$ cat src/rtl/fixed_div_pkg.sv
// fixed_div_pkg: shared widths, FSM encodings and saturation constants for the divider
package fixed_div_pkg;
   localparam int DATA_SIZE = 16;
   localparam int QUAN_SIZE = 8;
   localparam int W = DATA_SIZE + QUAN_SIZE;
   localparam int DIV_CNT_SIZE = $clog2(W + 1);
   localparam logic [1:0] DIV_IDLE = 2'd0;
   localparam logic [1:0] DIV_CALC = 2'd1;
   localparam logic [1:0] DIV_DONE = 2'd2;
   localparam logic [DATA_SIZE-1:0] SAT_MAX = {1'b0, {(DATA_SIZE-1){1'b1}}};
   localparam logic [DATA_SIZE-1:0] SAT_MIN = {1'b1, {(DATA_SIZE-1){1'b0}}};
   // unsigned magnitude; the most negative value maps onto itself, read as 2^(DATA_SIZE-1)
   function automatic logic [DATA_SIZE-1:0] abs_mag(input logic [DATA_SIZE-1:0] v);
      return v[DATA_SIZE-1] ? -v : v;
   endfunction
endpackage

$ cat src/rtl/fixed_div_step.sv
// fixed_div_step: one combinational restoring-division step
module fixed_div_step
   import fixed_div_pkg::*;
(
   input  logic [DATA_SIZE-1:0] rem_i,
   input  logic                 bit_i,
   input  logic [DATA_SIZE-1:0] div_i,
   output logic [DATA_SIZE-1:0] rem_o,
   output logic                 q_o
);
   logic [DATA_SIZE:0] sh, diff;
   assign sh    = {rem_i, bit_i};
   assign diff  = sh - {1'b0, div_i};
   assign q_o   = ~diff[DATA_SIZE];
   assign rem_o = q_o ? diff[DATA_SIZE-1:0] : sh[DATA_SIZE-1:0];
endmodule

$ cat src/rtl/fixed_div.sv
// fixed_div: sequential signed fixed-point restoring divider with valid/ready handshakes
module fixed_div
   import fixed_div_pkg::*;
(
   input  logic                 clk,
   input  logic                 rst_n,
   input  logic                 in_valid,
   output logic                 in_ready,
   input  logic [DATA_SIZE-1:0] div_in_1,
   input  logic [DATA_SIZE-1:0] div_in_2,
   output logic                 out_valid,
   input  logic                 out_ready,
   output logic [DATA_SIZE-1:0] div_out,
   output logic                 div_ovf,
   output logic                 div_zero
);
   localparam logic [DIV_CNT_SIZE-1:0] CNT_W   = DIV_CNT_SIZE'(W);
   localparam logic [DIV_CNT_SIZE-1:0] CNT_ONE = DIV_CNT_SIZE'(1);
   localparam logic [W-1:0] POS_LIM = W'(SAT_MAX);
   localparam logic [W-1:0] NEG_LIM = W'(SAT_MIN);
   logic [1:0] state_q, state_d;
   logic [DIV_CNT_SIZE-1:0] cnt_q, cnt_d;
   logic [W-1:0] dvd_q, dvd_d, quo_q, quo_d, q_full;
   logic [DATA_SIZE-1:0] div_q, div_d, rem_q, rem_d, res_q, res_d, step_rem, res;
   logic sign_q, sign_d, zero_q, zero_d, ovf_q, ovf_d, dz_q, dz_d, q_bit, ovf;
   fixed_div_step u_step (
      .rem_i (rem_q),
      .bit_i (dvd_q[W-1]),
      .div_i (div_q),
      .rem_o (step_rem),
      .q_o   (q_bit)
   );
   assign q_full    = {quo_q[W-2:0], q_bit};
   assign ovf       = sign_q ? q_full > NEG_LIM : q_full > POS_LIM;
   assign res       = (zero_q | ovf) ? (sign_q ? SAT_MIN : SAT_MAX)
                    : sign_q ? -q_full[DATA_SIZE-1:0] : q_full[DATA_SIZE-1:0];
   assign in_ready  = state_q == DIV_IDLE;
   assign out_valid = state_q == DIV_DONE;
   assign div_out   = res_q;
   assign div_ovf   = ovf_q;
   assign div_zero  = dz_q;
   // next state: accept, iterate, publish; a zero divisor makes a single pass through CALC so it lands one edge after accept
   always_comb begin
      state_d = state_q;
      cnt_d   = cnt_q;
      dvd_d   = dvd_q;
      div_d   = div_q;
      rem_d   = rem_q;
      quo_d   = quo_q;
      sign_d  = sign_q;
      zero_d  = zero_q;
      res_d   = res_q;
      ovf_d   = ovf_q;
      dz_d    = dz_q;
      if (state_q == DIV_IDLE && in_valid) begin
         state_d = DIV_CALC;
         zero_d  = div_in_2 == '0;
         cnt_d   = (div_in_2 == '0) ? CNT_ONE : CNT_W;
         dvd_d   = {abs_mag(div_in_1), {QUAN_SIZE{1'b0}}};
         div_d   = abs_mag(div_in_2);
         rem_d   = '0;
         quo_d   = '0;
         sign_d  = div_in_1[DATA_SIZE-1] ^ div_in_2[DATA_SIZE-1];
      end
      if (state_q == DIV_CALC) begin
         dvd_d = dvd_q << 1;
         rem_d = step_rem;
         quo_d = q_full;
         cnt_d = cnt_q - 1'b1;
         if (cnt_q == CNT_ONE) begin
            state_d = DIV_DONE;
            res_d   = res;
            ovf_d   = ovf & ~zero_q;
            dz_d    = zero_q;
         end
      end
      if (state_q == DIV_DONE && out_ready) state_d = DIV_IDLE;
   end
   // state and datapath registers
   always_ff @(posedge clk or negedge rst_n) begin
      if (!rst_n) begin
         state_q <= DIV_IDLE;
         cnt_q   <= '0;
         dvd_q   <= '0;
         div_q   <= '0;
         rem_q   <= '0;
         quo_q   <= '0;
         sign_q  <= 1'b0;
         zero_q  <= 1'b0;
         res_q   <= '0;
         ovf_q   <= 1'b0;
         dz_q    <= 1'b0;
      end else begin
         state_q <= state_d;
         cnt_q   <= cnt_d;
         dvd_q   <= dvd_d;
         div_q   <= div_d;
         rem_q   <= rem_d;
         quo_q   <= quo_d;
         sign_q  <= sign_d;
         zero_q  <= zero_d;
         res_q   <= res_d;
         ovf_q   <= ovf_d;
         dz_q    <= dz_d;
      end
   end
endmodule
$ cat config.mk
export PLATFORM = sky130hd
export DESIGN_NAME = fixed_div
export DESIGN_NICKNAME = d
export VERILOG_FILES = /design/src/rtl/fixed_div_pkg.sv /design/src/rtl/fixed_div_step.sv /design/src/rtl/fixed_div.sv
export SDC_FILE = /design/constraint.sdc
export NUM_CORES = 1
export LEC_CHECK = 0
export CORE_UTILIZATION = 36
export DETAILED_ROUTE_END_ITERATION = 16
export GPL_ROUTABILITY_DRIVEN = 0
export PLACE_DENSITY = 0.61
export RECOVER_POWER = 50
export SKIP_LAST_GASP = 1
export SLEW_MARGIN = 20
export SYNTH_ARGS = -nofsm -noshare
export SYNTH_HDL_FRONTEND = slang
export SYNTH_SLANG_ARGS = --single-unit
export TNS_END_PERCENT = 5
$ cat constraint.sdc
create_clock -name clk -period 4.6 [get_ports clk]
set_input_delay 0.92 -clock clk [delete_from_list [all_inputs] [get_ports clk]]
set_output_delay 0.92 -clock clk [all_outputs]
set_load 0.01 [all_outputs]
## Word level (Yosys, flattened, before mapping)

Cells that the tools add are included.

- Bitwise operators: 5
- Reductions and logical operators: 6
- Equality and inequality tests: 3
- $add $sub $neg: 5
- $lt $le $gt $ge: 2
- Multiplexer cells: 20

Operator list:

| kind | count |
|---|---|
| 16-bit 2-to-1 mux | 8 |
| 24-bit 2-to-1 mux | 2 |
| 16-bit negator | 3 |
| 23-bit 2-to-1 mux | 2 |
| 24-bit by 15-bit > comparator with 1-bit output, second input constant | 1 |
| 24-bit by 16-bit > comparator with 1-bit output, second input constant | 1 |
| 17-bit by 16-bit subtractor with 17-bit output | 1 |
| 16-bit zero test | 1 |
| 5-bit 2-to-1 mux | 3 |
| 2-bit 2-to-1 mux | 4 |
| 5-bit by 1-bit equality test with 1-bit output, second input constant | 1 |
| 5-bit by 1-bit subtractor with 5-bit output, second input constant | 1 |
| 2-bit by 1-bit equality test with 1-bit output, second input constant | 1 |
| 2-bit equality test, second input constant | 1 |
| 1-bit logical AND | 2 |
| 2-bit zero test | 1 |
| 1-bit inverter | 2 |
| 2-bit AND reduction | 1 |
| 2-bit nonzero test | 1 |
| 1-bit AND | 1 |
| 1-bit 2-to-1 mux | 1 |
| 1-bit OR | 1 |
| 1-bit bitwise XOR | 1 |

- Output and inout port bits: 20
- Word-level logic and storage cells: 52
- Bits of input ports: 36
- Flip-flop bits (word level): 106

## Depth between registers and ports, before layout

Gate-level depths: netlist of the first run.

- Depth in word-level cells: 6
- Mapped depth: 19
- Mapped depth without buffers: 18

## Cells and area by module

Synthesis of the first run repeated with hierarchy kept, for this count alone.

- Cell total of the unflattened synthesis: 625
- Area, all modules: 5866.9 µm²

Modules (own cells, without submodules):

| module | seq. area each (µm²) | area each (µm²) | instances | cells an instance |
|---|---|---|---|---|
| fixed_div | 2452.4 | 4857.2 | 1 | 497 |
| fixed_div_step | 0.0 | 1009.7 | 1 | 128 |

## Worst setup path before layout of the first run

Ideal clock, no wire load.

- Path kind: reg2reg
- From: reg div_q[0]
- To: reg res_q[14] (netlist: div_out[14])
- Required time: 4.479 ns
- Slack: 0.425 ns
- Period minus slack after synthesis: 4.175 ns
- Path buffers: 1
- Setup time: 0.121 ns
- Arrival time: 4.054 ns
- Stages on the path, launching flop included: 19
- Path through: dfrtp_1 ha_1 fa_1 nand2b_1 a211oi_1 nor3_1 o21ai_1 xor2_1 inv_1 clkbuf_1 ha_1 inv_1 or3_1 nor4b_2 nand2_1 o31ai_1 xor2_1 nand2_1 a22o_1

- Cells in the longest elaborated chain, start to end: 6
- Elaborated cells on any way between the ends: 9
- Classes of those cells: add/sub (2); order compare (2); mux (3); bitwise (2)

Ends and longest elaborated chain:

| item | line | RTL |
|---|---|---|
| start, declared | fixed_div.sv:24 | `logic [DATA_SIZE-1:0] div_q, div_d, rem_q, rem_d, res_q, res_d, step_rem, res;` |
| start signal, assigned | fixed_div.sv:97 | `div_q <= div_d;` |
| 17-bit by 16-bit subtractor with 17-bit output * | fixed_div_step.sv:13 | `assign diff = sh - {1'b0, div_i};` |
| 1-bit inverter * | fixed_div_step.sv:14 | `assign q_o = ~diff[DATA_SIZE];` |
| 24-bit by 15-bit > comparator with 1-bit output / 24-bit by 16-bit > comparator with 1-bit output (equally long branches) | fixed_div.sv:34 | `assign ovf = sign_q ? q_full > NEG_LIM : q_full > POS_LIM;` |
| 1-bit 2-to-1 mux | fixed_div.sv:34 |  |
| 1-bit OR | fixed_div.sv:35 | `assign res = (zero_q \| ovf) ? (sign_q ? SAT_MIN : SAT_MAX)` |
| 16-bit 2-to-1 mux * | fixed_div.sv:35 |  |
| end signal, assigned | fixed_div.sv:102 | `res_q <= res_d;` |
| end, declared | fixed_div.sv:24 |  |

Mark *: on every way between the ends. The rest lies on a longest branch, timed or not.
A chain may end at the register's enable or synchronous reset.

## Final worst setup path of the first run

Ends and elaborated chain as after synthesis.

==> run metrics, run 1 <==
DRT Pass-1 Iters=5; Critical Path Fanout Max=6; die width=130 microns; Pins Over Slew Limit=119; Worst Hold Depth=1; hold path endpoint=div_out[15]; Gate power share=59.7%; CTS tree=yes; most frequent cells after synthesis=dfrtp_1, nand2_1, o21ai_0; Top FF cell, synth=dfrtp_1; fin crit share=87.3%; port bufs=55; clock buffer depth=2; clock power share=12.9%; CTS resizes=0; final hold violations=0; Synth area leaders=dfrtp_1, nand2_1, o21ai_0; CP Class=flop to flop; synth unique cells=65; routed vias=4951; GRT Residual Overflow=0; Antenna Violating Nets Remaining=0; Seq/Total Area, Yosys=41.7%; Die Y=130 microns; HP Start=div_out[15]; RSZ-0062 raised after global routing=no; floorplan row count=46; Int Power=0.00319 W; total CTS buffers=9; WL/cell=15.4 microns; Post-synth EDFFs=0; Setup Buffers After CTS=0; WHS=0.480 ns; Worst R2R Setup Slack=0.58 ns; Initial Util=36.9%; asr flop ratio synth=100%; worst-case clock skew=0.00802 ns; fmax=249 MHz; Post-Syn Area per Cell=8.94 sq um; Tot GR Track Use=18.3%; full die area=16900 sq um; vias per cell=5.40; pin count of the biggest net entering global routing=64; layout net count=754; number of global-route vias before repair=4938; cell count after synthesis=658; drt drc=0; post-synthesis register bit count=98; Iteration-0 DRC Markers=294; Reg-to-Reg End=div_out[14]; Fin Setup TNS=0 ns; CTS root buf=clkbuf_16; Required @ worst endpoint=4.84 ns; crit path launch type=flop; failing checks=max-capacitance violations, max-slew violations; CTS Sinks=98; Leak=2.95 nW; global-route wire length before repair=24400 microns; min-delay worst type=flop to flop; peak supply drop=300 uV; top-level port count=56; reg2reg start=div_q[0]; clk slew on worst S/H paths=0.07 ns; Net Sw Power=0.00279 W; min Tclk post-route=4.02 ns; R2R cell count=18; crit path DAT=4.26 ns; pwr dens=866 nW/um^2; placeable core region=15900 sq um; max-cap viol count=2; final wirelength=14100 microns; post-synth top area share=41.7%; fraction of layout cells with a size suffix above 1=4.99%; # diodes=0; Worst Max-Slew Pin Slew=3.38 ns; syn_nets=716; Detailed Place HPWL=9880 microns; Max transition margin=-125%; Setup crit end kind=flop; Mapped Area=5880 sq um; outcome=finished with violations; initial antenna violation count=0; Seq pwr share=27.4%; Net Sw Frac=46.6%; post-synth top area cell=dfrtp_1; Final setup viols=0; hold buffers post-CTS=0; H-tree lvl count=3; most frequent cell after synthesis=dfrtp_1; area grow syn2layout=17.3%; worst-skew pair later-pin latency=0.35 ns; Synth Warn #=0
-- kinds of logic after synthesis --
kind of cell | synth area share (%)
compound gates | 24.3
simple gates | 17.1
flops | 41.7
buf+inv | 4.93
xor+xnor | 5.95
fa+ha+maj | 4.81
mux | 1.21
-- worst max path at each step --
stage	from	cells after the start	slack [ns]	end
2_1_floorplan	div_q[0]	18	0.42	div_out[14]
3_3_place_gp	div_q[0]	18	0.65	div_out[14]
3_5_place_dp	div_q[0]	18	0.59	div_out[14]
4_1_cts	div_q[0]	18	0.57	div_out[14]
5_1_grt	rst_n	1	0.19	div_q[8]
6_report	div_q[0]	18	0.58	div_out[14]
-- registers in the layout (all words and copies together), names as in the netlist --
register  count
cnt_q         5
div_out      16
div_ovf       1
div_q        16
div_zero      1
dvd_q        16
quo_q        23
rem_q        16
sign_q        1
state_q       2
zero_q        1
-- through the flow --
| stage | util (%) | worst slack (ns) | cells | power [W] | cell area, sq um |
|---|---|---|---|---|---|
| after floorplan | - | 0.425 | 658 | 0.00430 | 5880 |
| final | 43.3 | 0.582 | 917 | 0.00598 | 6900 |
| after CTS | 43.3 | 0.567 | 917 | 0.00600 | 6910 |
| after detailed placement | 41.5 | 0.590 | 901 | 0.00519 | 6610 |
| after global placement | 41.5 | 0.652 | 901 | 0.00511 | 6610 |
| after global routing | 43.3 | 0.195 | 917 | 0.00654 | 6900 |
-- cell type report --
type	count	area [sq um]
clock buffer	12	246
clock inverter	4	51.3
fill	1566	9040
inverter	36	135
multi-input combinational	488	3140
sequential	98	2450
tap	216	270
timing repair buffer	63	604
-- worst max-delay path, stage by stage, from the launching register on --
cell and delay [ns]:
dfrtp_1 0.39, ha_1 0.22, fa_1 0.41, nand2b_1 0.21
a211oi_1 0.34, nor3_1 0.10, o21ai_1 0.18, xor2_1 0.10
inv_1 0.08, ha_1 0.18, inv_1 0.06, or3_1 0.42
nor4b_2 0.25, buf_4 0.17, nand2_1 0.07, o31ai_1 0.26
xor2_1 0.18, nand2_1 0.07, a22o_1 0.21
-- metal layers --
metal,GRT usage (%),wire (microns),vias to the layer above
met1,24.4,6680,2360
met2,29.8,6590,120
met3,2.46,558,18
met4,7.73,257,0
met5,0,0,-
li1,-,-,2453
-- power by group through the flow --
stage | Sequential (W) | Clock, W | Combinational, W
global route | 0.00170 | 0.000823 | 0.00402
floorplan | 0.00153 | 0 | 0.00278
CTS | 0.00164 | 0.000791 | 0.00357
detailed placement | 0.00165 | 0 | 0.00354
global placement | 0.00163 | 0 | 0.00348
finish | 0.00164 | 0.000773 | 0.00357
-- layout by cell type (no fill, tap or decap), types with 7 or more instances in the layout --
cell / netlist / final
dfrtp_1: 98 / 98
nand2_1: 85 / 85
a31oi_1: 13 / 13
nor4_1: 7 / 7
clkdlybuf4s50_1: 0 / 53
a22oi_1: 8 / 8
a21oi_1: 32 / 32
nor2_1: 41 / 41
nand3_1: 7 / 7
inv_1: 36 / 36
nor3_1: 11 / 11
a22o_1: 27 / 27
ha_1: 21 / 21
clkbuf_16: 0 / 9
xor2_1: 24 / 24
or3_1: 14 / 14
nor2b_1: 10 / 10
o31ai_1: 15 / 15
o21ai_0: 63 / 63
buf_4: 1 / 8
xnor2_1: 16 / 16
Power figures use the tool's default switching activity.
==> inputs of run 2 (changes only) <==
SKIP_CTS_REPAIR_TIMING = 1   (was unset)
==> results of run 2 <==
The final DEF is identical to that of run 1; final timing and power are the same.
